**src/rtl/program_loader.sv**
```systemverilog
// rtl/program_loader.sv - byte-stream instruction loader that fills CPU instruction memory
//
// Purpose: receives a program as a stream of byte pairs (low byte, then a high
// byte whose bit 0 is instruction bit 8). Each pair becomes one 9-bit word
// written to instruction memory. The CPU is held in reset until a complete
// program has been written.
//
// Ports:
//   clk         rising-edge clock
//   reset       asynchronous active-low reset
//   start       begin a load (sampled in IDLE and DONE only)
//   abort       cancel an in-progress load (ignored in IDLE and DONE)
//   prog_len    instruction count, clamped to 256
//   in_valid    byte-stream valid
//   in_data     byte-stream data
//   in_ready    byte-stream ready (LO and HI)
//   imem_we     instruction-memory write strobe
//   imem_addr   instruction-memory write address
//   imem_wdata  instruction word
//   cpu_reset   CPU reset, low only in DONE
//   busy        high in LO, HI and WRITE
//   done        high in DONE
//   err         sticky format error, cleared by start
module program_loader (
    input  logic       clk,
    input  logic       reset,
    input  logic       start,
    input  logic       abort,
    input  logic [8:0] prog_len,
    input  logic       in_valid,
    input  logic [7:0] in_data,
    output logic       in_ready,
    output logic       imem_we,
    output logic [7:0] imem_addr,
    output logic [8:0] imem_wdata,
    output logic       cpu_reset,
    output logic       busy,
    output logic       done,
    output logic       err
);

    typedef enum logic [2:0] {
        S_IDLE  = 3'd0,
        S_LO    = 3'd1,
        S_HI    = 3'd2,
        S_WRITE = 3'd3,
        S_DONE  = 3'd4
    } state_t;

    state_t     r_state;
    logic [8:0] r_len;
    logic [8:0] r_count;
    logic [7:0] r_lo;
    logic       r_hi;
    logic       r_err;

    logic [8:0] w_len_clamped;
    logic [8:0] w_count_next;
    logic       w_xfer;

    assign w_len_clamped = (prog_len > 9'd256) ? 9'd256 : prog_len;
    assign w_count_next  = r_count + 9'd1;
    assign w_xfer        = in_valid && in_ready;

    always_ff @(posedge clk or negedge reset) begin
        if (!reset) begin
            r_state <= S_IDLE;
            r_len   <= 9'd0;
            r_count <= 9'd0;
            r_lo    <= 8'd0;
            r_hi    <= 1'b0;
            r_err   <= 1'b0;
        end else begin
            case (r_state)
                S_IDLE, S_DONE: begin
                    if (start) begin
                        r_len   <= w_len_clamped;
                        r_count <= 9'd0;
                        r_err   <= 1'b0;
                        r_state <= (w_len_clamped == 9'd0) ? S_DONE : S_LO;
                    end
                end
                S_LO: begin
                    // abort wins over a simultaneous transfer; that byte is dropped
                    if (abort) begin
                        r_state <= S_IDLE;
                    end else if (w_xfer) begin
                        r_lo    <= in_data;
                        r_state <= S_HI;
                    end
                end
                S_HI: begin
                    if (abort) begin
                        r_state <= S_IDLE;
                    end else if (w_xfer) begin
                        r_hi <= in_data[0];
                        if (in_data[7:1] != 7'd0) begin
                            r_err <= 1'b1;
                        end
                        r_state <= S_WRITE;
                    end
                end
                S_WRITE: begin
                    if (abort) begin
                        r_state <= S_IDLE;
                    end else begin
                        r_count <= w_count_next;
                        r_state <= (w_count_next == r_len) ? S_DONE : S_LO;
                    end
                end
                default: r_state <= S_IDLE;
            endcase
        end
    end

    assign in_ready   = (r_state == S_LO) || (r_state == S_HI);
    // abort in WRITE cancels the strobe within the same cycle
    assign imem_we    = (r_state == S_WRITE) && !abort;
    assign imem_addr  = r_count[7:0];
    assign imem_wdata = {r_hi, r_lo};
    assign cpu_reset  = (r_state != S_DONE);
    assign busy       = (r_state == S_LO) || (r_state == S_HI) || (r_state == S_WRITE);
    assign done       = (r_state == S_DONE);
    assign err        = r_err;

endmodule

```
**config.mk**
```make
export PLATFORM = sky130hd
export DESIGN_NAME = program_loader
export DESIGN_NICKNAME = d
export VERILOG_FILES = /design/src/rtl/program_loader.sv
export SDC_FILE = /design/constraint.sdc
export NUM_CORES = 1
export LEC_CHECK = 0
export ABC_AREA = 1
export CORE_MARGIN = 4
export CORE_UTILIZATION = 30
export DETAILED_ROUTE_END_ITERATION = 6
export GPL_TIMING_DRIVEN = 0
export SLEW_MARGIN = 20
export SYNTH_ARGS = -nofsm -noshare
export SYNTH_HDL_FRONTEND = slang
export SYNTH_SLANG_ARGS = --single-unit
export TNS_END_PERCENT = 100
```
**constraint.sdc**
```tcl
create_clock -name clk -period 1.7 [get_ports clk]
set_input_delay 0.34 -clock clk [delete_from_list [all_inputs] [get_ports clk]]
set_output_delay 0.34 -clock clk [all_outputs]
set_load 0.05 [all_outputs]
```
# Word-level counts from Yosys, hierarchy flattened
# Index checks and enable logic that the tools add are counted.
dict set report word_totals {
  ff_bits 31
  latchBits 0
  ramBits 0
  romBits 0
  input_bits 22
  output_inout_bits 23
  word_cells 57
  memories 0
}
dict set report classes {
  add_sub_neg 1
  multipliers 0
  div_mod_pow 0
  n_lt_le_gt_ge 1
  n_eq_ne 13
  shift 0
  n_mux 18
  bitwise_logic 1
  n_reduce_logical 17
}
# operator n
set op_table {}
lappend op_table {{two-way mux 9 bit} 3}
lappend op_table {{two-way mux 3 bit} 8}
lappend op_table {{case mux 9 bit (2 select lines)} 1}
lappend op_table {{case mux 3 bit (4 select lines)} 1}
lappend op_table {{AND reduction 3 bit} 4}
lappend op_table {{!= test 2 bit (second input constant)} 5}
lappend op_table {{adder 9 x 1 -> 9 bit (second input constant)} 1}
lappend op_table {{== test 9 bit} 1}
lappend op_table {{greater-than comparator 9 bit (second input constant)} 1}
lappend op_table {{logical NOT 9 bit} 1}
lappend op_table {{!= test 3 bit (second input constant)} 3}
lappend op_table {{nonzero test 7 bit} 1}
lappend op_table {{== test 3 x 2 -> 1 bit (second input constant)} 2}
lappend op_table {{AND reduction 5 bit} 1}
lappend op_table {{two-way mux 1 bit} 4}
lappend op_table {{nonzero test 2 bit} 2}
lappend op_table {{== test 3 x 1 -> 1 bit (second input constant)} 1}
lappend op_table {{== test 3 bit (second input constant)} 1}
lappend op_table {{logical NOT 3 bit} 1}
lappend op_table {{logical AND 1 bit} 2}
lappend op_table {{logical OR 1 bit} 2}
lappend op_table {{case mux 1 bit (2 select lines)} 1}
lappend op_table {{AND reduction 2 bit} 1}
lappend op_table {{OR reduction 2 bit} 1}
lappend op_table {{other kinds (2)} 2}

# Depth between registers and ports, before layout
dict set report logic_depth {
  ltp_word 6
  ltp_mapped 14
  mapped_depth_nobuf 14
}

# Worst setup path after synthesis
# Ideal clock, no wire load.
dict set report synth_path {
  path_kind {reg2out}
  startpoint {register r_state[1]}
  endpoint {output cpu_reset}
  t_arrival_ns 1.767
  required_time_ns 1.360
  setup_slack_ns -0.407
  path_stages_with_launch 5
  n_path_buf 0
  path_cell_list {dfrtp_1 nor2_2 inv_1 nor2_1 inv_1}
}
dict set report synth_between {
  elab_chain_len 1
}
# item line
set synth_rtl {}
lappend synth_rtl {{start: declaration} 50} ;# state_t r_state;
lappend synth_rtl {{start signal: assignment} 80} ;# r_state <= (w_len_clamped == 9'd0) ? S_DONE : S_LO;
lappend synth_rtl {{start signal: assignment} 108} ;# r_state <= (w_count_next == r_len) ? S_DONE : S_LO;
lappend synth_rtl {{!= test 3 bit} 121} ;# assign cpu_reset = (r_state != S_DONE);
lappend synth_rtl {{end: declaration} 36} ;# output logic cpu_reset,
# Every way passes these cells.

# Final worst setup path
dict set report layout_path {
  startpoint {register r_state[0]}
  endpoint {output in_ready}
}
dict set report layout_between {
  elab_chain_len 2
  elab_cells_between_ends 3
  classes_between {2 x eq/ne; 1 x reduce/logical}
}
# item line
set layout_rtl {}
lappend layout_rtl {{== test 3 x 1 -> 1 bit / == test 3 x 2 -> 1 bit (equally long branches)} 116} ;# assign in_ready = (r_state == S_LO) || (r_state == S_HI);
lappend layout_rtl {{logical OR 1 bit *} 116}
lappend layout_rtl {{end: declaration} 32} ;# output logic in_ready,
# Every way passes the cells marked *; elsewhere a longest branch is shown, timed or not.

==> flow_summary.toml <==
[finish]
syn2layout_area_growth_pct = 45.1
drive_above_1_share = 0.277
nNetsFinal = 318
fin_area_um2 = 2580
diodes = 0
fillers = 576

[logic_synthesis]
syn-cell-area_um2 = 1780
yosys_warnings = 0
synth_top_family_by_area = "simple AND/OR/NAND/NOR gates"
synth_compound_area_frac = 0.101
ys_types = 31
syn_area_per_cell_um2 = 7.70
yosysSeqAreaShare = 0.436
ys_top_cells_by_area = "dfrtp_1, nand2_1, inv_1, nand3_1, o21ai_0"
yosys.area_share.xor_xnor = 0.00493
synth_top_area_frac = 0.436
synth-simple-area-share = 0.310
synth_seq_cells = 31
synth_nets = 254
synthMuxAreaShare = 0.0253
postSynthCellCount = 231
synth_top_cell_by_area = "dfrtp_1"
synth_adder_area_share = 0.00704

[global_routing]
grt-busiest-layer = "met2"
grt_max_degree = 24
met2_usage = 0.203
antenna_found_initial = 0
globalRouteOverflowTotal = 0
use_met3 = 0.0456
grt_first_pass_wirelength_um = 7410
grt_use_total = 0.127
grt_pass1_vias = 1615
use_met1 = 0.157

[floorplanning]
core_area_um2 = 5640
core.rowCount = 27
die_height_um = 85.0
dieArea_um2 = 7220
io_pins = 45
initial_utilization = 0.315
die_w_um = 85.0

[drt]
ant_nets = 0
dr.pass1.iters = 4
wl_per_cell_um = 11.8
drc = 0
via_per_inst = 4.57
routed_wl_um = 4340
drt-initial-drc-count = 52
via_count = 1683

[clocking]
clock_latency_ns = 0.28
cts_buffers = 5
cts_root_buf = "clkbuf_8"
clk_pin_slew_ns = 0.07
numClockSinks = 31
cts_tree = "built"
htreeDepth = 2
clockBufferDepth = 2

[critical_path]
cp.required_ns = 1.36
r2r-start = "r_count[0]"
crit_family = "flip-flops"
critPathKind = "reg -> out"
crit_slowest_cell = "dfrtp_2"
rr_endpoint = "r_state[0]"
cp_num_buf_inv = 2
reg2regPathDepth = 11
startpoint_type = "flop"
r2r_setup_slack_ns = 0.07
arrival_ns = 1.36
crit_path_end_kind = "output pin"
crit_chain = "inv_2, nor3_2, or2_2, buf_6"
slowest_delay_ns = 0.44
cp_max_fo = 4

[timing]
slew_headroom = 0.667
finalSetupViolations = 0
rsz0062_at_grt = "true"
max_freq_mhz = 589
hold_violations = 0
fin_crit_sh = 0.999
worst_pin_slew_ns = 0.501
finClkSkew_ns = 0.00293
finalCriticalPeriod_ns = 1.70
finalMaxSlewViolations = 0

[worst_hold_path]
min_path_type = "in -> async"

[power]
power_leakage_nw = 1.22
peakVddDrop_mv = 1.31
finalPower_w = 0.00349
power_density_nw_per_um2 = 1350

[placed_design]
dp_hpwl_um = 3330
placed_area_um2 = 2340
place_congestion = 0.775
port_buffers = 44

[run_status]
status = "finished, final reports clean"

[flow_run]
drv_cap = 0
==> cell families after synthesis <==
group	Yosys count
AO/OA/AOI/OAI	31
XOR/XNOR	1
adder cells (fa/ha/maj)	1
buffers and inverters	45
flip-flops	31
multiplexers	4
AND/OR/NAND/NOR	118
==> worst max path at each step <==
| stage | from | endpoint | slack (ns) | cells past startpoint |
|---|---|---|---|---|
| 4_1_cts | r_state[2] | imem_we | -0.07 | 4 |
| 6_report | r_state[0] | in_ready | 0.001 | 4 |
| 5_1_grt | r_state[0] | in_ready | -0.06 | 4 |
| 2_1_floorplan | r_state[1] | cpu_reset | 0.13 | 4 |
| 3_3_place_gp | abort | imem_we | -0.82 | 5 |
| 3_5_place_dp | abort | imem_we | -0.79 | 5 |
==> synth_stat cells <==
| master | n |
|---|---|
| a32o_1 | 1 |
| nor3_2 | 2 |
| mux2_2 | 2 |
| inv_1 | 30 |
| dfrtp_1 | 31 |
| xnor2_1 | 1 |
| nor2_2 | 3 |
| nor4_1 | 3 |
| a21oi_1 | 3 |
| or2_2 | 2 |
| o22ai_1 | 5 |
| o21ai_2 | 2 |
| a22oi_1 | 1 |
| nor2_1 | 10 |
| nand2_2 | 2 |
| or2_0 | 1 |
| buf_4 | 9 |
| ha_1 | 1 |
| nand3b_1 | 1 |
| nand3_2 | 2 |
| nand2_1 | 64 |
| o21ai_0 | 17 |
| mux2_1 | 2 |
| nand4_1 | 3 |
| buf_2 | 2 |
| nor2_4 | 2 |
| o211ai_1 | 1 |
| inv_2 | 4 |
| nand3_1 | 22 |
| nor3_1 | 1 |
| a31oi_1 | 1 |
==> stage by stage <==
step                hold WS (ns)  setup TNS, ns   util  cells  worst slack, ns
floorplan                 0.0444              0      -    231            0.129
global placement           0.472         -14.77  0.411    347           -0.822
detailed placement         0.224          -2.50  0.415    348           -0.792
CTS                        0.459        -0.0753  0.442    361          -0.0711
global route               0.475         -0.218  0.457    368          -0.0580
finish                     0.460              0  0.457    368          0.00103
==> flip-flops by register name (all words and copies together), names as in the netlist <==
name / flops
err: 1
r_count: 9
r_hi: 1
r_len: 9
r_lo: 8
r_state: 3
==> cell usage in the layout, fill, tap and decap left out, types with 2 or more instances in the layout <==
master           Yosys  final
inv_1               30     27
nor3_4               0      2
mux2_2               2      2
dfrtp_2              0      4
buf_6                0      2
clkdlybuf4s50_1      0     19
o21ai_0             17     17
dlygate4sd2_1        0     10
nand3_2              2      4
nor2_4               2      3
nor4_1               3      3
clkbuf_2             0      4
nor2_1              10      5
dfrtp_1             31     27
clkbuf_8             0      7
o21ai_2              2      2
inv_2                4      6
nand3_1             22     20
o22ai_1              5      5
mux2_1               2      2
nand2_2              2      5
nand2_1             64     60
nor2_2               3      7
buf_2                2      4
buf_4                9     21
clkdlybuf4s15_1      0      3
a21oi_1              3      3
or2_2                2      2
nand4_1              3      3
==> area by class of cell <==
type,instances,area (µm²),share of cell area
Buffer,11,77.6,0.0301
Clock buffer,8,100,0.0388
Inverter,34,135,0.0524
Multi-Input combinational cell,155,870,0.337
Sequential cell,31,781,0.303
Tap cell,72,90.1,0.0349
Timing Repair Buffer,57,527,0.204
==> repair_timing <==
item / 4_1_cts / 5_1_grt
pin swaps: 2 / 9
endpoints found under the setup margin: 25 / 17
resized for setup: 60 / 26
hold endpoints to repair: 8 / 0
setup buffers: 4 / 7
hold buffers: 1 / 0
gates cloned: 0 / 0
==> worst register-to-register path: stages (launching register included) <==
cell and delay, ns:
dfrtp_2 0.44, ha_4 0.25, xnor2_1 0.14, nand2_1 0.06, nor2_1 0.10, nand3_1 0.09
nor2_2 0.15, nand3_2 0.08, nand2_2 0.07, nand2_1 0.05, nand2_1 0.05, nand2_1 0.04
==> where the power goes <==
group | total [W] | internal, W | switching, W
clock network | 0.000636 | 0.000369 | 0.000267
logic | 0.00172 | 0.000586 | 0.00113
registers | 0.00114 | 0.000978 | 0.000157
total | 0.00349 | 0.00193 | 0.00156
==> routing by layer <==
layer  wire, µm  part of all wire  up-vias
met5          0                 0        -
met4         51             0.012        0
met3        300             0.069        5
met2       1970              0.45       43
met1       2010              0.46      756
li1           -                 -      879
No activity file was read; power rests on OpenSTA's default activity.
